$ cat config.mk
export PLATFORM = sky130hd
export DESIGN_NAME = psi_key_sequencer
export DESIGN_NICKNAME = d
export VERILOG_FILES = /design/src/rtl/psi_key_sequencer.sv
export SDC_FILE = /design/constraint.sdc
export NUM_CORES = 1
export LEC_CHECK = 0
export BUFFER_PORTS_ARGS = -buffer_cell sky130_fd_sc_hd__buf_2
export CAP_MARGIN = 20
export CORE_MARGIN = 2
export CORE_UTILIZATION = 30
export CTS_CLUSTER_DIAMETER = 40
export DETAILED_ROUTE_END_ITERATION = 10
export GPL_ROUTABILITY_DRIVEN = 1
export PLACE_DENSITY = 0.59
export SYNTH_ARGS = -nofsm -noshare
export SYNTH_HDL_FRONTEND = slang
export SYNTH_SLANG_ARGS = --single-unit
$ cat constraint.sdc
create_clock -name clk_i -period 4.4 [get_ports clk_i]
set_input_delay 0.88 -clock clk_i [delete_from_list [all_inputs] [get_ports clk_i]]
set_output_delay 0.88 -clock clk_i [all_outputs]
set_load 0.01 [all_outputs]
$ cat src/rtl/psi_key_sequencer.sv
// Anubis-128 key-evolution sequencer: iterates the Psi round block once per
// accepted handshake and streams K^0 .. K^ROUNDS to the round-key consumer.
module psi_key_sequencer #(
   parameter int unsigned ROUNDS = 12
) (
   input  logic         clk_i,
   input  logic         reset_n_i,
   input  logic         start_i,
   input  logic         abort_i,
   input  logic [127:0] data_in_i,
   output logic [4:0]   rc_index_o,
   input  logic [127:0] round_constants_i,
   output logic         key_valid_o,
   input  logic         key_ready_i,
   output logic [127:0] key_out_o,
   output logic [4:0]   key_index_o,
   output logic         busy_o,
   output logic         done_o
);

   typedef enum logic {StIdle, StEmit} state_e;

   // Mini-boxes of the Anubis/Khazad S-box, nibble 0 in the top bits.
   localparam logic [63:0] PTab = 64'h3FE054BCDA967821;
   localparam logic [63:0] QTab = 64'h9E56A23CF04D7B18;
   localparam logic [4:0]  LastRound = 5'(ROUNDS);

   state_e         state_q, state_d;
   logic [127:0]   key_q, key_d;
   logic [4:0]     round_q, round_d;
   logic           done_q, done_d;
   logic [127:0]   psi_out;

   function automatic logic [3:0] mini_p(input logic [3:0] x);
      return PTab[(15 - int'(x)) * 4 +: 4];
   endfunction

   function automatic logic [3:0] mini_q(input logic [3:0] x);
      return QTab[(15 - int'(x)) * 4 +: 4];
   endfunction

   // Three P/Q layers with a two-bit cross exchange between layers.
   function automatic logic [7:0] sbox(input logic [7:0] x);
      logic [3:0] u, l, u2, l2;
      u  = mini_p(x[7:4]);
      l  = mini_q(x[3:0]);
      u2 = {u[3:2], l[3:2]};
      l2 = {u[1:0], l[1:0]};
      u  = mini_q(u2);
      l  = mini_p(l2);
      u2 = {u[3:2], l[3:2]};
      l2 = {u[1:0], l[1:0]};
      return {mini_p(u2), mini_q(l2)};
   endfunction

   // GF(2^8) doubling modulo x^8+x^4+x^3+x^2+1.
   function automatic logic [7:0] xtime(input logic [7:0] a);
      return {a[6:0], 1'b0} ^ (a[7] ? 8'h1D : 8'h00);
   endfunction

   // Multiply by the Hadamard coefficient h[sel], h = (01, 02, 04, 06).
   function automatic logic [7:0] hmul(input logic [7:0] a, input logic [1:0] sel);
      logic [7:0] x2, x4, r;
      x2 = xtime(a);
      x4 = xtime(x2);
      case (sel)
         2'd0:    r = a;
         2'd1:    r = x2;
         2'd2:    r = x4;
         default: r = x4 ^ x2;
      endcase
      return r;
   endfunction

   // Psi = sigma[c] o theta o pi o gamma on a 4x4 byte matrix, row-major, byte 0 in MSBs.
   function automatic logic [127:0] psi(input logic [127:0] k, input logic [127:0] c);
      logic [127:0] g, p, r;
      logic [7:0]   acc;
      for (int n = 0; n < 16; n++) begin
         g[127 - 8 * n -: 8] = sbox(k[127 - 8 * n -: 8]);
      end
      // Column j is rotated down by j rows.
      for (int i = 0; i < 4; i++) begin
         for (int j = 0; j < 4; j++) begin
            p[127 - 8 * (4 * i + j) -: 8] = g[127 - 8 * (4 * ((i - j + 4) % 4) + j) -: 8];
         end
      end
      for (int i = 0; i < 4; i++) begin
         for (int j = 0; j < 4; j++) begin
            acc = 8'h00;
            for (int m = 0; m < 4; m++) begin
               acc = acc ^ hmul(p[127 - 8 * (4 * i + m) -: 8], 2'(m ^ j));
            end
            r[127 - 8 * (4 * i + j) -: 8] = acc ^ c[127 - 8 * (4 * i + j) -: 8];
         end
      end
      return r;
   endfunction

   assign psi_out = psi(key_q, round_constants_i);

   // Next-state logic: abort dominates start and the handshake.
   always_comb begin
      state_d = state_q;
      key_d   = key_q;
      round_d = round_q;
      done_d  = 1'b0;
      if (abort_i) begin
         state_d = StIdle;
         key_d   = '0;
         round_d = '0;
      end else begin
         case (state_q)
            StIdle: begin
               if (start_i) begin
                  state_d = StEmit;
                  key_d   = data_in_i;
                  round_d = '0;
               end
            end
            StEmit: begin
               if (key_ready_i) begin
                  if (round_q < LastRound) begin
                     key_d   = psi_out;
                     round_d = round_q + 5'd1;
                  end else begin
                     state_d = StIdle;
                     done_d  = 1'b1;
                  end
               end
            end
            default: state_d = StIdle;
         endcase
      end
   end

   // State, key register, round counter and registered done pulse.
   always_ff @(posedge clk_i or negedge reset_n_i) begin
      if (!reset_n_i) begin
         state_q <= StIdle;
         key_q   <= '0;
         round_q <= '0;
         done_q  <= 1'b0;
      end else begin
         state_q <= state_d;
         key_q   <= key_d;
         round_q <= round_d;
         done_q  <= done_d;
      end
   end

   // Outputs follow the registered state directly.
   always_comb begin
      key_valid_o = (state_q == StEmit);
      busy_o      = (state_q == StEmit);
      key_out_o   = key_q;
      key_index_o = round_q;
      rc_index_o  = round_q + 5'd1;
      done_o      = done_q;
   end

endmodule

==> flow_summary.ini, run 1 <==
[logic_synthesis]
ys_types = 116
ys_seq_area_share_pct = 11.1
netlist_area_mm2 = 0.0305
ys_ff_latch = 135
synthCells = 3578
synth_flop_cell = dfrtp_1
yosysWarnings = 0
synthArstFlopShare_pct = 100
synth_edf_count = 0
syn_nets = 4180
avgSynthCellArea_um2 = 8.51

[sta]
period_share_pct = 97.1
worst_pin_slew_ns = 0.896
hold_violations = 0
fin_setup_tns_ns = 0
fin_crit_ns = 4.27
timing.final.ws_setup_ns = 0.126
finalMaxSlewViolations = 0
max_freq_ghz = 0.234
slew_headroom_pct = 40.2
rsz0062_at_grt = true
skew_ns = 0.0241
setup_viol = 0

[clock_tree]
clock_latency_ns = 0.52
holdBufCountCts = 0
clock-root-buffer = clkbuf_16
tritoncts = built
cts.clk_slew.worst_paths_ns = 0.07
clock_path_buffers = 2
numCtsBuffers = 17
cts_num_sinks = 135
htree_levels = 4

[global_routing]
antenna_found_initial = 18
grt_pass1_wl_um = 173000
grt_max_degree = 79
grt.total_usage_pct = 22.2
grt_pass1_vias = 27400
grt_overflow = 0

[setup_path]
critical_path_arrival_ns = 4.67
worstSetupPathType = register to register
path_cells = buf_6, ha_2, inv_1, mux4_2, ha_4, inv_1, o221a_2, o21bai_1, mux2i_1, inv_1, ha_2, o21a_1, a221o_2, xnor2_2, xor2_2, buf_4, xnor2_1, mux2i_1, a211oi_1
end_kind = register
crit_buf_inv = 5
critical-path-slowest-cell = mux4_2
cp-start-kind = register
cpPeakStageDelay_ns = 0.51
path_delay_family = compound AO/OA/AOI/OAI gates
worst_path_most_repeated_cell = inv_1
crit_fanout = 4
cp.required_ns = 4.80

[placement]
gp_congestion = 0.934
hpwl_um = 97800
placedCellCount = 5592
placed_cell_area_mm2 = 0.0366
dp_slack_ns = -0.123
port_buffers = 401

[die]
row_count = 116
coreArea_mm2 = 0.100
io_pins = 402
dieArea_mm2 = 0.104
die_h_um = 323
start_util_pct = 30.3
fp.dieW_um = 323

[finish]
area_growth_pct = 27.7
drive_above_1_share_pct = 32.0
fillers = 10300
instances_no_fill = 5667
nNetsFinal = 4897
fin_area_mm2 = 0.0389
final_cell_mix = buf_4, xnor2_1, buf_2, ha_1, inv_1
mostFrequentLayoutCell = buf_4

[route]
wl_per_cell_um = 21.3
drt_pass1_iterations = 5
viasPerCell = 5.14
antenna_left = 0
vias = 29100
drc = 0
routed_wl_um = 121000
drt_iter0_markers = 2160

[worst_hold_path]
hold_path.class = input pin to async pin

[job]
maxCapViolCount = 0

[status]
status = finished clean
==> worst paths after layout <==
check	start	endpoint	slack, ns	cells after the start
worst min register to register	key_index_o[1]	key_index_o[1]	0.58	1
min in group clk_i	key_index_o[1]	key_index_o[1]	0.58	1
worst min-delay path	reset_n_i	key_out_o[99]	0.48	1
worst max register to register	key_out_o[40]	key_out_o[120]	0.13	19
max in group asynchronous	reset_n_i	key_out_o[0]	3.05	2
worst max-delay path	key_out_o[40]	key_out_o[120]	0.13	19
==> what timing repair did <==
action | CTS | global route
buffers inserted | 2 | 38
endpoints found under the setup margin | 24 | 119
hold endpoints to repair | 0 | 0
pin swaps | 5 | 52
gates resized for setup | 11 | 226
==> flip-flops by register name, summed over array words and instances (netlist names) <==
name         flops
key_out_o      128
key_index_o      5
busy_o           1
done_o           1
==> synthesized netlist by cell type (33+ instances only) <==
| cell | number | area (um^2) |
|---|---|---|
| a211o_1 | 33 | 289 |
| o211ai_1 | 37 | 278 |
| a22oi_1 | 40 | 300 |
| a21oi_1 | 128 | 641 |
| nand2b_1 | 77 | 482 |
| xnor2_1 | 492 | 4310 |
| xor2_1 | 144 | 1260 |
| inv_1 | 282 | 1060 |
| a211oi_1 | 87 | 653 |
| clkbuf_1 | 77 | 289 |
| and3_1 | 43 | 269 |
| mux2i_1 | 249 | 2490 |
| nand2_1 | 160 | 601 |
| o21ai_0 | 117 | 586 |
| nand3_1 | 62 | 310 |
| mux2_2 | 97 | 1090 |
| nor3_1 | 61 | 305 |
| buf_2 | 60 | 300 |
| dfrtp_1 | 135 | 3380 |
| ha_1 | 341 | 4270 |
| nor2_1 | 211 | 792 |
==> per-stage QoR <==
stage	hold WS, ns	utilization (%)
detailed placement	0.566	36.5
finish	0.484	38.7
CTS	0.452	37.2
global route	0.521	38.7
global placement	0.548	36.5
floorplan	0.574	-
==> cell families after synthesis <==
kind of cell | Yosys count | share of synthesized area [%]
compound gates | 808 | 20.3
xor+xnor | 675 | 20.8
fa+ha+maj | 341 | 14.0
buf+inv | 452 | 6.09
flops | 135 | 11.1
mux | 403 | 15.3
simple gates | 764 | 12.4
==> final cells by class <==
cell class | count | area, um^2 | area share, %
multi-input cells | 2991 | 26500 | 68.2
repair buffers | 858 | 5540 | 14.2
flip-flops and latches | 135 | 3400 | 8.74
well taps | 1357 | 1700 | 4.36
inverters | 292 | 1100 | 2.82
clock buffers | 19 | 433 | 1.11
clock inverters | 13 | 195 | 0.502
diodes | 2 | 5.00 | 0.0129
==> metal layers <==
metal / vias to the layer above / share of wire [%] / GRT usage, %
li1: 14000 / - / -
met1: 14100 / 45 / 29.7
met2: 845 / 46 / 37.1
met3: 149 / 6.4 / 4.01
met4: 26 / 2.2 / 4.83
met5: - / 0.14 / 0
Power of run 1 is left out: the tool's default activity adds up to more than one toggle a clock period on the data nets, which glitch-free logic cannot reach.
==> run 2, diff against run 1 <==
Settings changed: PLACE_DENSITY 0.59 to 0.57.
Clock period 4.4 ns to 5.1 ns, I/O delays scaled along.
==> flow_summary.ini, run 2 (synthesis results as in run 1) <==
[status]
status = finished clean

[route]
wl_per_cell_um = 21.8
viasPerCell = 5.18
drt_pass1_iterations = 5
antenna_left = 0
routed_wl_um = 117000
vias = 27800
drc = 0
drt_iter0_markers = 2077

[clock_tree]
clock-root-buffer = clkbuf_16
cts_num_sinks = 135
cts.clk_slew.worst_paths_ns = 0.07
htree_levels = 4
tritoncts = built
numCtsBuffers = 17
clock_path_buffers = 2
holdBufCountCts = 0
clock_latency_ns = 0.52

[sta]
finalMaxSlewViolations = 0
hold_violations = 0
skew_ns = 0.0160
worst_pin_slew_ns = 1.04
period_share_pct = 94.0
max_freq_ghz = 0.209
fin_setup_tns_ns = 0
setup_viol = 0
slew_headroom_pct = 30.8
fin_crit_ns = 4.79
rsz0062_at_grt = false

[finish]
largest_reg_flops = 128
drive_above_1_share_pct = 22.2
fillers = 10500
nNetsFinal = 4582
mostFrequentLayoutCell = xnor2_1
area_growth_pct = 15.8
final_cell_mix = xnor2_1, buf_2, ha_1, inv_1, mux2i_1

[setup_path]
cpPeakStageDelay_ns = 0.40
path_cells = inv_1, ha_1, nand2b_1, a21o_1, o211ai_1, inv_1, ha_1, inv_1, nor2_1, a32o_1, a31oi_1, inv_1, or3_1, o211a_1, xor2_1, xnor2_1, xnor2_1, mux2i_1, a211oi_1
end_kind = register
cp.required_ns = 5.51
cp-start-kind = register
critical-path-slowest-cell = dfrtp_1
critical_path_arrival_ns = 5.21
crit_fanout = 7
reg2regPathDepth = 19
r2r-start = key_out_o[112]
worst_path_most_repeated_cell = inv_1
worstSetupPathType = register to register
reg2reg_slack_ns = 0.31
regToRegEndpoint = key_out_o[72]

[global_routing]
grt_max_degree = 66
grt_overflow = 0
grt_pass1_wl_um = 170000
grt_pass1_vias = 26400
antenna_found_initial = 16
grt.total_usage_pct = 21.9

[die]
fp.dieW_um = 323
io_pins = 402
start_util_pct = 30.3
dieArea_mm2 = 0.104
coreArea_mm2 = 0.100
row_count = 116
die_h_um = 323

[placement]
gp_congestion = 0.928
port_buffers = 401
hpwl_um = 95000

[worst_hold_path]
hold_path.class = input pin to async pin

[job]
maxCapViolCount = 0
## run 2: changes by cell type in the layout (fill, tap and decap cells not counted), moves of 14 or more
cell	previous run	this run
dfrtp_1	120	134
buf_4	447	141
xnor2_1	440	488
dfrtp_2	14	0
xnor2_2	61	17
mux2i_1	231	246
xor2_1	124	144
## run 2: cell type report
type / count / area (um^2) / share of cell area (%)
inverter: 292 / 1100 / 3.11
clock inverter: 12 / 201 / 0.571
antenna: 5 / 12.5 / 0.0355
timing repair buffer: 543 / 3110 / 8.81
tap: 1357 / 1700 / 4.81
clock buffer: 19 / 443 / 1.26
sequential: 135 / 3380 / 9.59
multi-input combinational: 2991 / 25300 / 71.8
## run 2: how the worst max path moves through the flow
stage          depth (start not counted)           start        endpoint  slack [ns]
3_5_place_dp                          19   key_out_o[40]  key_out_o[115]        0.24
4_1_cts                               19   key_out_o[40]  key_out_o[115]        0.22
6_report                              19  key_out_o[112]   key_out_o[72]        0.31
3_3_place_gp                          19   key_out_o[40]  key_out_o[115]        0.31
5_1_grt                               17   key_out_o[49]   key_out_o[14]      0.0008
2_1_floorplan                         18    key_out_o[9]   key_out_o[95]        0.56
## run 2: metal layers
metal | vias up | routed length (um) | GRT usage [%] | part of all wire [%]
met1 | 13300 | 52600 | 29.4 | 45
met4 | 16 | 3320 | 6.56 | 2.8
met2 | 838 | 53100 | 35.5 | 45
met5 | - | 99 | 0 | 0.085
li1 | 13400 | - | - | -
met3 | 130 | 7820 | 3.97 | 6.7
## run 2: worst max-delay path: cells and delay by family (launching register included)
| family | cells | cell delay, ns |
|---|---|---|
| AOI/OAI and AO/OA | 6 | 1.49 |
| xor gates and xnor gates | 3 | 0.88 |
| and+or+nand+nor | 3 | 0.62 |
| adders and majority gates | 2 | 0.60 |
| buffers and inverters | 4 | 0.49 |
| DFF | 1 | 0.40 |
| muxes | 1 | 0.19 |
## run 2: what timing repair did
action / in CTS / in global routing
endpoints found under the hold margin: 0 / 0
resized for setup: 0 / 17
endpoints found under the setup margin: 0 / 26
setup buffers: 0 / 8
## run 2: metrics by stage
| stage | util [%] | worst slack (ns) | instance area (um^2) | hold WS, ns | instances |
|---|---|---|---|---|---|
| 2_1_floorplan | - | 0.559 | 30500 | 0.574 | 3578 |
| 3_3_place_gp | 34.3 | 0.312 | 34500 | 0.545 | 5310 |
| 3_5_place_dp | 34.3 | 0.245 | 34500 | 0.543 | 5310 |
| 4_1_cts | 35.0 | 0.219 | 35100 | 0.558 | 5341 |
| 5_1_grt | 35.1 | 0.000826 | 35300 | 0.589 | 5350 |
| 6_report | 35.1 | 0.305 | 35300 | 0.561 | 5354 |
Power of run 2 is left out for the same reason.
